[src/rtl/conv_encoder_pkg.sv]
// Shared constants and state type for the convolutional encoder scheduler.
// Optional border clear: CONV_ENCODER_SCHED_PAD_CLEAR_EN adds the CLEAR state.
package conv_encoder_pkg;
  localparam int ROWS        = 180;
  localparam int COLS        = 64;
  localparam int PAD         = 3;
  localparam int NUM_FILTERS = 16;

  localparam int W          = COLS + 2*PAD;
  localparam int H          = ROWS + 2*PAD;
  localparam int FIRST_ADDR = PAD*W + PAD;
  localparam int LAST_ADDR  = (PAD+ROWS-1)*W + PAD + COLS - 1;

  localparam int AW = 14;  // address width (input and padded output frame)
  localparam int CW = 7;   // column counter width, holds 0..W-1
  localparam int RW = 8;   // row counter width, holds 0..H-1

  typedef enum logic [2:0] {
    S_IDLE,
    S_FLUSH,
    S_STREAM,
    S_DRAIN,
`ifdef CONV_ENCODER_SCHED_PAD_CLEAR_EN
    S_CLEAR,
`endif
    S_NEXT,
    S_DONE
  } state_t;
endpackage

[src/rtl/conv_encoder_out_addr_gen.sv]
// Padded output-frame address generator: steps through active pixels,
// skipping the side borders with a mod-W column counter (no divider).
// With CONV_ENCODER_SCHED_PAD_CLEAR_EN it also sweeps the whole frame
// linearly and flags border addresses for the zero-clear pass.
import conv_encoder_pkg::*;

module conv_encoder_out_addr_gen #(
`ifdef CONV_ENCODER_SCHED_PAD_CLEAR_EN
  parameter int ROWS = conv_encoder_pkg::ROWS,
`endif
  parameter int COLS = conv_encoder_pkg::COLS,
  parameter int PAD  = conv_encoder_pkg::PAD
) (
  input  logic          clk,
  input  logic          rst,
  input  logic          load_first,
  input  logic          step_active,
`ifdef CONV_ENCODER_SCHED_PAD_CLEAR_EN
  input  logic          load_zero,
  input  logic          step_linear,
  output logic          border,
  output logic          at_end,
`endif
  output logic [AW-1:0] addr
);
  localparam int            FRM_W     = COLS + 2*PAD;
  localparam logic [AW-1:0] A_FIRST   = AW'(PAD*FRM_W + PAD);
  localparam logic [AW-1:0] A_SKIP    = AW'(2*PAD + 1);
  localparam logic [CW-1:0] C_PAD     = CW'(PAD);
  localparam logic [CW-1:0] C_RUN_END = CW'(PAD + COLS - 2);

  logic [CW-1:0] col;

`ifdef CONV_ENCODER_SCHED_PAD_CLEAR_EN
  localparam int            FRM_H  = ROWS + 2*PAD;
  localparam logic [AW-1:0] A_END  = AW'(FRM_W*FRM_H - 1);
  localparam logic [CW-1:0] C_LAST = CW'(FRM_W - 1);
  localparam logic [CW-1:0] C_BR   = CW'(PAD + COLS);
  localparam logic [RW-1:0] R_PAD  = RW'(PAD);
  localparam logic [RW-1:0] R_BR   = RW'(PAD + ROWS);

  logic [RW-1:0] row;

  assign border = (row < R_PAD) || (row >= R_BR) || (col < C_PAD) || (col >= C_BR);
  assign at_end = (addr == A_END);
`endif

  // Address / column (/ row) counters; reload wins over stepping.
  always_ff @(posedge clk) begin
    if (rst || load_first) begin
      addr <= A_FIRST;
      col  <= C_PAD;
`ifdef CONV_ENCODER_SCHED_PAD_CLEAR_EN
      row  <= R_PAD;
`endif
    end
`ifdef CONV_ENCODER_SCHED_PAD_CLEAR_EN
    else if (load_zero) begin
      addr <= '0;
      col  <= '0;
      row  <= '0;
    end else if (step_linear) begin
      addr <= addr + 1'b1;
      if (col == C_LAST) begin
        col <= '0;
        row <= row + 1'b1;
      end else begin
        col <= col + 1'b1;
      end
    end
`endif
    else if (step_active) begin
      if (col >= C_PAD && col <= C_RUN_END) begin
        addr <= addr + 1'b1;
        col  <= col + 1'b1;
      end else begin
        // last active column: jump over right border and next left border
        addr <= addr + A_SKIP;
        col  <= C_PAD;
`ifdef CONV_ENCODER_SCHED_PAD_CLEAR_EN
        row  <= row + 1'b1;
`endif
      end
    end
  end
endmodule

[src/rtl/conv_encoder_scheduler.sv]
// Sequencer for the convolutional encoder datapath: one full frame pass per
// output filter (flush, stream input addresses, map output strobes to padded
// addresses), then advance the filter until all filters are done.
// CONV_ENCODER_SCHED_PAD_CLEAR_EN adds a per-filter border zero-clear sweep.
import conv_encoder_pkg::*;

module conv_encoder_scheduler #(
  parameter int ROWS        = conv_encoder_pkg::ROWS,
  parameter int COLS        = conv_encoder_pkg::COLS,
  parameter int PAD         = conv_encoder_pkg::PAD,
  parameter int NUM_FILTERS = conv_encoder_pkg::NUM_FILTERS
) (
  input  logic          clk,
  input  logic          rst,
  input  logic          start,
  input  logic          abort,
  output logic          busy,
  output logic          done,
  output logic          dp_flush,
  output logic          dp_run,
  output logic [AW-1:0] in_addr,
  input  logic          dp_valid,
  output logic [AW-1:0] out_addr,
  output logic          out_we,
  output logic          out_zero,
  output logic [3:0]    filter_sel,
  output logic          err
);
  localparam logic [AW-1:0] PIX_LAST = AW'(ROWS*COLS - 1);
  localparam logic [3:0]    F_LAST   = 4'(NUM_FILTERS - 1);
`ifdef CONV_ENCODER_SCHED_PAD_CLEAR_EN
  localparam state_t S_AFTER = S_CLEAR;
`else
  localparam state_t S_AFTER = S_NEXT;
`endif

  state_t        state, nxt;
  logic [AW-1:0] count;
  logic          abort_act, start_acc, streaming, wr, pass_end, load_first;

  assign abort_act = abort && (state != S_IDLE);
  assign start_acc = start && (state == S_IDLE || state == S_DONE) && !abort_act;
  assign streaming = (state == S_STREAM) || (state == S_DRAIN);
  assign wr        = dp_valid && streaming && !abort_act;
  assign pass_end  = wr && (count == PIX_LAST);

  assign busy     = (state != S_IDLE) && (state != S_DONE);
  assign done     = (state == S_DONE);
  assign dp_run   = (state == S_STREAM);
  assign dp_flush = (state == S_FLUSH) || abort_act;

`ifdef CONV_ENCODER_SCHED_PAD_CLEAR_EN
  logic clr_act, border, at_end;
  assign clr_act  = (state == S_CLEAR) && !abort_act;
  assign out_we   = wr || (clr_act && border);
  assign out_zero = clr_act;
`else
  assign out_we   = wr;
  assign out_zero = 1'b0;
`endif

  conv_encoder_out_addr_gen #(
`ifdef CONV_ENCODER_SCHED_PAD_CLEAR_EN
    .ROWS(ROWS),
`endif
    .COLS(COLS),
    .PAD (PAD)
  ) u_addr (
    .clk        (clk),
    .rst        (rst),
    .load_first (load_first),
    .step_active(wr),
`ifdef CONV_ENCODER_SCHED_PAD_CLEAR_EN
    .load_zero  (pass_end),
    .step_linear(clr_act),
    .border     (border),
    .at_end     (at_end),
`endif
    .addr       (out_addr)
  );

  // Next-state decode; load_first marks every entry into FLUSH (and CLEAR exit).
  always_comb begin
    nxt        = state;
    load_first = 1'b0;
    if (abort_act) begin
      nxt = S_IDLE;
    end else begin
      case (state)
        S_IDLE, S_DONE: if (start) begin nxt = S_FLUSH; load_first = 1'b1; end
        S_FLUSH:        nxt = S_STREAM;
        S_STREAM:       if (pass_end) nxt = S_AFTER;
                        else if (in_addr == PIX_LAST) nxt = S_DRAIN;
        S_DRAIN:        if (pass_end) nxt = S_AFTER;
`ifdef CONV_ENCODER_SCHED_PAD_CLEAR_EN
        S_CLEAR:        if (at_end) begin nxt = S_NEXT; load_first = 1'b1; end
`endif
        S_NEXT:         if (filter_sel == F_LAST) nxt = S_DONE;
                        else begin nxt = S_FLUSH; load_first = 1'b1; end
        default:        nxt = S_IDLE;
      endcase
    end
  end

  // State, input address, pixel count, filter select and sticky error.
  always_ff @(posedge clk) begin
    if (rst) begin
      state      <= S_IDLE;
      in_addr    <= '0;
      count      <= '0;
      filter_sel <= '0;
      err        <= 1'b0;
    end else begin
      state <= nxt;
      if (load_first) in_addr <= '0;
      else if (state == S_STREAM && !abort_act && in_addr != PIX_LAST) in_addr <= in_addr + 1'b1;
      if (load_first) count <= '0;
      else if (wr) count <= count + 1'b1;
      if (start_acc) filter_sel <= '0;
      else if (state == S_NEXT && !abort_act && filter_sel != F_LAST) filter_sel <= filter_sel + 1'b1;
      if (start_acc) err <= 1'b0;
      else if (dp_valid && !streaming) err <= 1'b1;
    end
  end
endmodule

[config.mk]
export PLATFORM = sky130hd
export DESIGN_NAME = conv_encoder_scheduler
export DESIGN_NICKNAME = d
export VERILOG_FILES = /design/src/rtl/conv_encoder_pkg.sv /design/src/rtl/conv_encoder_out_addr_gen.sv /design/src/rtl/conv_encoder_scheduler.sv
export SDC_FILE = /design/constraint.sdc
export NUM_CORES = 1
export LEC_CHECK = 0
export BUFFER_PORTS_ARGS = -buffer_cell sky130_fd_sc_hd__buf_4
export CORE_ASPECT_RATIO = 0.75
export CORE_UTILIZATION = 55
export DETAILED_ROUTE_END_ITERATION = 8
export PLACE_DENSITY = 0.86
export SLEW_MARGIN = 20
export SYNTH_ARGS = -nofsm -noshare
export SYNTH_HDL_FRONTEND = slang
export SYNTH_SLANG_ARGS = --single-unit
[constraint.sdc]
create_clock -name clk -period 4.16 [get_ports clk]
set_clock_uncertainty 0.15 [all_clocks]
set_input_delay 0.208 -clock clk [delete_from_list [all_inputs] [get_ports clk]]
set_output_delay 0.208 -clock clk [all_outputs]
set_load 0.01 [all_outputs]
## Word level (Yosys, flattened, before mapping)

Index checks and enable logic that the tools add are counted.
W data, S select, Z words.

- Add/sub/neg operators: 6
- Multiply operators: 0
- Div/mod/pow operators: 0
- Order comparisons: 2
- Eq/ne operators: 14
- Shifts and indexed selects: 0
- Muxes and demuxes: 12
- Bitwise operators: 0
- Reductions and logical operators: 26

Operator list:

| operator | number |
|---|---|
| $add A14 B1 Y14 const B | 3 |
| $eq A14 B14 Y1 const B | 2 |
| $mux W3 | 5 |
| $pmux W3 S5 | 1 |
| $add A14 B3 Y14 const B | 1 |
| $mux W14 | 1 |
| $ne A14 B14 Y1 const B | 1 |
| $logic_and A1 B1 Y1 | 13 |
| $reduce_or A2 Y1 | 4 |
| $add A7 B1 Y7 const B | 1 |
| $ge A7 B2 Y1 const B | 1 |
| $le A7 B7 Y1 const B | 1 |
| $mux W7 | 1 |
| $eq A3 B2 Y1 const B | 2 |
| $eq A3 B3 Y1 const B | 2 |
| $add A4 B1 Y4 const B | 1 |
| $eq A4 B4 Y1 const B | 1 |
| $logic_or A1 B1 Y1 | 4 |
| $ne A2 B2 Y1 const B | 2 |
| $ne A4 B4 Y1 const B | 1 |
| $eq A3 B1 Y1 const B | 1 |
| $logic_not A3 Y1 | 1 |
| $mux W1 | 3 |
| $ne A3 B1 Y1 const B | 1 |
| 5 further kinds | 6 |

- Register bits after elaboration: 57
- Latch bits: 0
- Memory bits (writable): 0
- ROM bits: 0
- Input bits: 5
- Output and inout bits: 39
- Memories kept: 0

## Longest topological paths before layout

Gate-level depths: netlist of run 1.

- Word-level depth: 7
- Gate-level depth with buffers: 11
- Gate-level depth less buffers: 11

## By module

Synthesis of run 1 repeated with hierarchy kept, for this count alone.

- Cell total of the unflattened synthesis: 362
- Area, all modules: 3010.4 sq um

Modules (own cells, without submodules):

| module | times used | cells an instance | area an instance (sq um) |
|---|---|---|---|
| conv_encoder_scheduler | 1 | 240 | 1983.2 |
| conv_encoder_out_addr_gen | 1 | 122 | 1027.2 |

## Worst setup path after synthesis of run 1

No wires, ideal clock.

- Path kind: reg2reg
- Start: register u_addr.col[2]
- End: register u_addr.addr[10]
- Setup time: 0.070 ns
- Data arrival time: 2.692 ns
- Path slack: 1.247 ns
- Cell stages (with the launch flop): 10
- Period minus slack after synthesis: 2.913 ns
- Cells stage by stage: dfxtp_1 or4_1 a2111o_1 nand2_1 inv_1 fa_1 nor2b_1 o21ai_1 or4_1 a21oi_1

- Word-level cells in the longest chain between the ends: 3
- Elaborated cells between the ends (all ways): 4
- Those cells by class: order compare: 2; mux: 1; reduce/logical: 1

RTL lines:

| item | RTL line | source |
|---|---|---|
| start: declaration | conv_encoder_out_addr_gen.sv:32 | `logic [CW-1:0] col;` |
| start signal: assignment | conv_encoder_out_addr_gen.sv:75 | `col <= col + 1'b1;` |
| $ge A7 B2 Y1 or $le A7 B7 Y1 (tied branches) | conv_encoder_out_addr_gen.sv:73 | `if (col >= C_PAD && col <= C_RUN_END) begin` |
| $logic_and A1 B1 Y1 * | conv_encoder_out_addr_gen.sv:73 |  |
| $mux W14 * | conv_encoder_out_addr_gen.sv:73 |  |
| end signal: assignment | conv_encoder_out_addr_gen.sv:74 | `addr <= addr + 1'b1;` |
| end signal: assignment | conv_encoder_out_addr_gen.sv:78 | `addr <= addr + A_SKIP;` |
| end: declaration | conv_encoder_out_addr_gen.sv:24 | `output logic [AW-1:0] addr` |

Mark *: on every way between the ends. The rest lies on a longest branch, timed or not.
A chain may end at the register's enable or synchronous reset.

## Worst setup path in the final report of run 1

- Start: register u_addr.col[2]
- End: register u_addr.addr[13]

The elaborated chain is that of the path after synthesis.

==> results of run 1 <==
[per-layer routing]
metal  wire length (um)  track usage (%)
met2               2950             40.9
met1               3090             32.0
met5                  0                0
met4                106             8.54
met3                364             9.55
[critical path, delay by kind of cell (launching register included)]
kind                     cells  cell delay (ps)
AND/OR/NAND/NOR              3             1390
AO/OA/AOI/OAI                4              970
flip-flops                   1              370
adder cells (fa/ha/maj)      1              340
[cells by family (layout without fill, tap and decap cells)]
kind of cell,count (synthesis),count (layout),share of synthesized area [%]
and+or+nand+nor,149,149,29.5
AOI/OAI and AO/OA,84,84,18.2
DFF,57,57,39.2
buffers and inverters,31,76,4.56
xor gates and xnor gates,13,13,3.91
adders and majority gates,8,8,3.70
muxes,2,2,0.731
other,1,1,0.129
[cells in the mapped netlist, types with 4 or more instances]
cell type,instances,area share [%]
xnor2_1,9,2.7
buf_2,4,0.69
ha_1,7,3.0
nand4_1,8,1.7
and3_1,5,1.1
or3_1,12,2.6
nand3_1,23,4.0
xor2_1,4,1.2
nor3_1,7,1.2
clkbuf_1,12,1.5
nand2_1,22,2.8
a21oi_1,31,5.3
inv_1,13,1.7
a31oi_1,4,0.86
and2_1,4,0.86
nor2b_1,4,0.86
or4_1,20,5.2
o31ai_1,17,4.4
o21ai_0,12,2.1
dfxtp_1,57,39
nor2_1,21,2.7
[flip-flops by register name (all words and copies together), names as in the netlist]
name	cells
u_addr.col	7
u_addr.addr	14
in_addr	14
err	1
state	3
count	14
filter_sel	4
[layout make-up]
class / count / area, um2 / share of cell area [%]
Multi-Input combinational cell: 257 / 1640 / 47.3
Timing Repair Buffer: 47 / 358 / 10.3
Sequential cell: 57 / 1140 / 32.9
Inverter: 13 / 48.8 / 1.41
Clock inverter: 3 / 40.0 / 1.16
Tap cell: 72 / 90.1 / 2.60
Clock buffer: 13 / 149 / 4.30
[final timing paths]
path | cells past startpoint | to | startpoint | slack (ps)
setup / recovery | 8 | u_addr.addr[13]$_SDFFE_PP0P_ | u_addr.col[2]$_SDFFE_PP0P_ | 880
hold / removal | 3 | err$_SDFFE_PP0P_ | dp_valid | 9
setup reg to reg | 8 | u_addr.addr[13]$_SDFFE_PP0P_ | u_addr.col[2]$_SDFFE_PP0P_ | 880
hold reg to reg | 2 | count[13]$_SDFFE_PP0P_ | count[13]$_SDFFE_PP0P_ | 340
[cell usage in the layout (no fill, tap or decap), drive strengths merged, types with 3 or more instances in the layout]
cell    instances
a211oi          3
a21oi          31
a31oi           4
and2            5
and3            5
buf            45
clkbuf         13
dfxtp          57
ha              7
inv            13
nand2          22
nand2b          3
nand3          23
nand4           8
nor2           21
nor2b           4
nor3            7
nor4b           3
o21ai          14
o31ai          17
or3            12
or4            20
xnor2           9
xor2            4
[stage by stage]
step	hold WS [ps]	worst slack, ps	cells	total power [mW]	util, %
2_1_floorplan	136	1250	345	0.592	-
3_3_place_gp	272	1110	444	0.607	65.3
3_5_place_dp	272	947	444	0.608	65.3
4_1_cts	0.638	900	462	1.11	69.5
5_1_grt	20.6	693	462	1.15	69.5
6_report	9.42	878	462	1.10	69.5
[report_power, final]
part | total [mW] | switching [mW] | internal (mW)
combinational | 0.0445 | 0.0266 | 0.0178
sequential | 0.553 | 0.00493 | 0.548
clock | 0.499 | 0.207 | 0.291
total | 1.10 | 0.239 | 0.858
[what timing repair did]
action                     in CTS  in global routing
hold endpoints to repair        2                  0
setup endpoints to repair       0                  0
gates resized for setup         0                  0
hold buffers                    2                  0
==> results.ini, run 1 <==
[synth]
yosys_warnings = 0
yosysSeqAreaShare_pct = 39.2
syn_inst = 345
synth_cell_types = 57
synthesis.nets = 358
syn_area_um2 = 2910
async_reset_ff_share_pct = 0
synth-main-ff-cell = dfxtp_1
synth_seq_cells = 57
avgSynthCellArea_um2 = 8.44
synth-edff-count = 0

[global_routing]
grt_first_pass_wirelength_um = 11300
gr-total-overflow = 0
antenna_found_initial = 0
grt_pass1_vias = 2487
grt_max_degree = 23
grt_usage_pct = 25.6

[clock_tree]
cts_setup_buffers = 0
root_buffer = clkbuf_8
clkLatencyLatePin_ps = 330
tritoncts = yes
htree_levels = 3
clk_pin_slew_ps = 60
numCtsBuffers = 9
cts_buffer_depth = 2
clock-sinks = 57

[power]
power.density_nw_per_um2 = 317
p_leak_nw = 1.20
peakVddDrop_v = 0.000212

[layout]
num_antenna_cells = 0
layout-drive-gt1-share_pct = 16.7
syn2layout_area_growth_pct = 19.0
fill_cells = 401
postLayoutCellArea_um2 = 3460
nNetsFinal = 398

[critical_path]
crit_top_cell = or4_1
crit_path_cell_trace = or4_1, o21ai_1, nand2_1, ha_1, a21o_1, a31oi_1, or4_1, a21oi_1
endpoint_kind = register
worstPathArrival_ps = 3390
crit_fanout = 10
cp_slowest_cell = or4_1
cpPeakStageDelay_ps = 580
worst-setup-path-type = register to register
required_ps = 4270
critPathLaunchType = register

[sta]
grt_setup_unrepaired = false
timing.final.crit_share_pct = 78.9
finalHoldViolations = 0
slew_headroom_pct = 44.2
fmax_mhz = 305
period_needed_ps = 3280
slew_viol_final = 0
setup_tns_ps = 0
worstMarginPinSlew_ps = 831
setup_viol = 0

[drt]
firstDrtPassIters = 4
via_count = 2717
drt_iter0_markers = 197
finalWirelength_um = 6520
drc_errors = 0
wl_per_cell_um = 14.1
drtAntennaViolNets = 0
via_per_inst = 5.88

[floorplan]
rows = 22
start_util_pct = 58.4
die_area_um2 = 5590
io_pins = 44
core_um2 = 4980
die_w_um = 86.0
die_y_um = 65.0

[flow_run]
max_cap_viol_count = 0

[outcome]
outcome = finished clean

[worst_hold_path]
hp-class = primary input to register

[place]
gp_congestion = 0.874
place_hpwl_um = 4400
placed_cell_area_um2 = 3250
io_buffers = 42

(Power assumes the default switching activity.)
==> run 2, diff against run 1 <==
Clock period 4.16 ns to 3.37 ns, I/O delays scaled along.
==> run 2 against run 1 <==
Against the previous run:
- register-to-register slack got worse by 700 ps
- global-route usage rose by 0.15 points
- core utilization rose by 2.2 points
- design area rose by 3.1%
- first-iteration DRC count rose by 7.1%
- hold slack improved by 26 ps
- combinational power rose by 32%
- final cell count rose by 0.87%
- clock-buffer cell count fell by 3
- critical path type unchanged
==> results.ini, run 2 (synthesized netlist as in run 1, its figures left out) <==
[global_routing]
grt_pass1_vias = 2610
grt_max_degree = 39
grt_usage_pct = 25.8
antenna_found_initial = 0
grt_first_pass_wirelength_um = 11400
gr-total-overflow = 0

[floorplan]
io_pins = 44
start_util_pct = 58.4
die_area_um2 = 5590
die_y_um = 65.0
core_um2 = 4980
rows = 22
die_w_um = 86.0

[critical_path]
cpPeakStageDelay_ps = 560
endpoint_kind = register
required_ps = 3490
crit_path_cell_trace = or4_1, a2111o_1, nand2_1, inv_1, fa_1, nor2b_1, o21ai_2, or4_1, a21oi_1
worstPathArrival_ps = 3310
worst-setup-path-type = register to register
cp_slowest_cell = or4_1
crit_top_cell = or4_1
crit_fanout = 8
critPathLaunchType = register

[power]
peakVddDrop_v = 0.000297
p_leak_nw = 1.26
power.density_nw_per_um2 = 426

[layout]
nNetsFinal = 402
fill_cells = 383
syn2layout_area_growth_pct = 22.7
largestRegisters = count x14, in_addr x14, u_addr.addr x14
stdcell_count = 466
layout-drive-gt1-share_pct = 18.5
final_cell_mix = 57 x dfxtp_1, 47 x buf_4, 31 x a21oi_1
mostFrequentLayoutCell = dfxtp_1
num_antenna_cells = 0

[sta]
timing.final.crit_share_pct = 94.7
setup_slack_ps = 179
period_needed_ps = 3190
finalHoldViolations = 0
slew_headroom_pct = 42.0
fmax_mhz = 313
slew_viol_final = 0
setup_viol = 0
worstMarginPinSlew_ps = 864

[clock_tree]
tritoncts = yes
clock-sinks = 57
clkLatencyLatePin_ps = 340
root_buffer = clkbuf_8
numCtsBuffers = 9
cts_buffer_depth = 2
clk_pin_slew_ps = 70
htree_levels = 3

[place]
place_inst = 447
io_buffers = 42
gp_congestion = 0.870
place_hpwl_um = 4460
dp_slack_ps = 215

[drt]
via_count = 2792
via_per_inst = 5.99
drtAntennaViolNets = 0
drc_errors = 0
drt_iter0_markers = 211
finalWirelength_um = 6560
firstDrtPassIters = 5
wl_per_cell_um = 14.1

[outcome]
outcome = finished clean

[worst_hold_path]
hp-class = primary input to register

[flow_run]
max_cap_viol_count = 0

## run 2: changes by cell type in the layout (fill, tap and decap cells not counted), sizes merged
cell	previous run	this run
dlygate4sd3	2	3
buf	45	48
clkinv	2	3
bufinv	1	3
clkbuf	13	10
## run 2: where the power goes
| part | internal [mW] | switching (mW) | leakage (nW) |
|---|---|---|---|
| Combinational | 0.0250 | 0.0337 | 0.671 |
| Clock | 0.507 | 0.274 | 0.126 |
| Sequential | 0.677 | 0.00607 | 0.460 |
| Total | 1.21 | 0.314 | 1.26 |
## run 2: metal layers
metal	GRT usage [%]	part of all wire (%)	vias up
met3	6.75	5.9	7
met4	11.7	1.0	0
li1	-	-	1387
met2	42.3	47	83
met5	0	0	-
met1	31.9	46	1315
## run 2: worst max-delay path: cells and delay by family (launching register included)
kind,cells,cell delay (ps)
adders and majority gates,1,380
and+or+nand+nor,4,1430
AOI/OAI and AO/OA,3,720
buffers and inverters,1,80
DFF,1,360
## run 2: worst paths after layout
| check | start | endpoint | slack [ps] | cells past startpoint |
|---|---|---|---|---|
| max | u_addr.col[2]$_SDFFE_PP0P_ | u_addr.addr[12]$_SDFFE_PP0P_ | 180 | 9 |
| min | abort | state[2]$_SDFFE_PP0P_ | 40 | 4 |
| max reg2reg | u_addr.col[2]$_SDFFE_PP0P_ | u_addr.addr[12]$_SDFFE_PP0P_ | 180 | 9 |
| min reg2reg | count[13]$_SDFFE_PP0P_ | count[13]$_SDFFE_PP0P_ | 330 | 2 |
## run 2: per-stage QoR
step                      power [mW]  util [%]  area [um2]  hold slack [ps]  setup TNS, ps
after CTS                       1.54      71.5        3560             18.3              0
after floorplan                0.731         -        2910             96.6              0
after global routing            1.58      71.7        3570             80.7          -53.9
after global placement         0.752      66.0        3290              230              0
final                           1.52      71.7        3570             35.2              0
after detailed placement       0.753      66.0        3290              228              0
## run 2: final cells by class
type | instances | area, um2 | share of cell area [%]
Clock inverter | 6 | 105 | 2.94
Multi-Input combinational cell | 257 | 1650 | 46.1
Inverter | 13 | 48.8 | 1.37
Tap cell | 72 | 90.1 | 2.52
Clock buffer | 10 | 138 | 3.85
Sequential cell | 57 | 1140 | 31.9
Timing Repair Buffer | 51 | 403 | 11.3
## run 2: what timing repair did
item | CTS | global route
setup buffers | 0 | 0
resized for setup | 0 | 2
hold buffers | 3 | 0
endpoints found under the setup margin | 0 | 3
hold endpoints to repair | 4 | 0
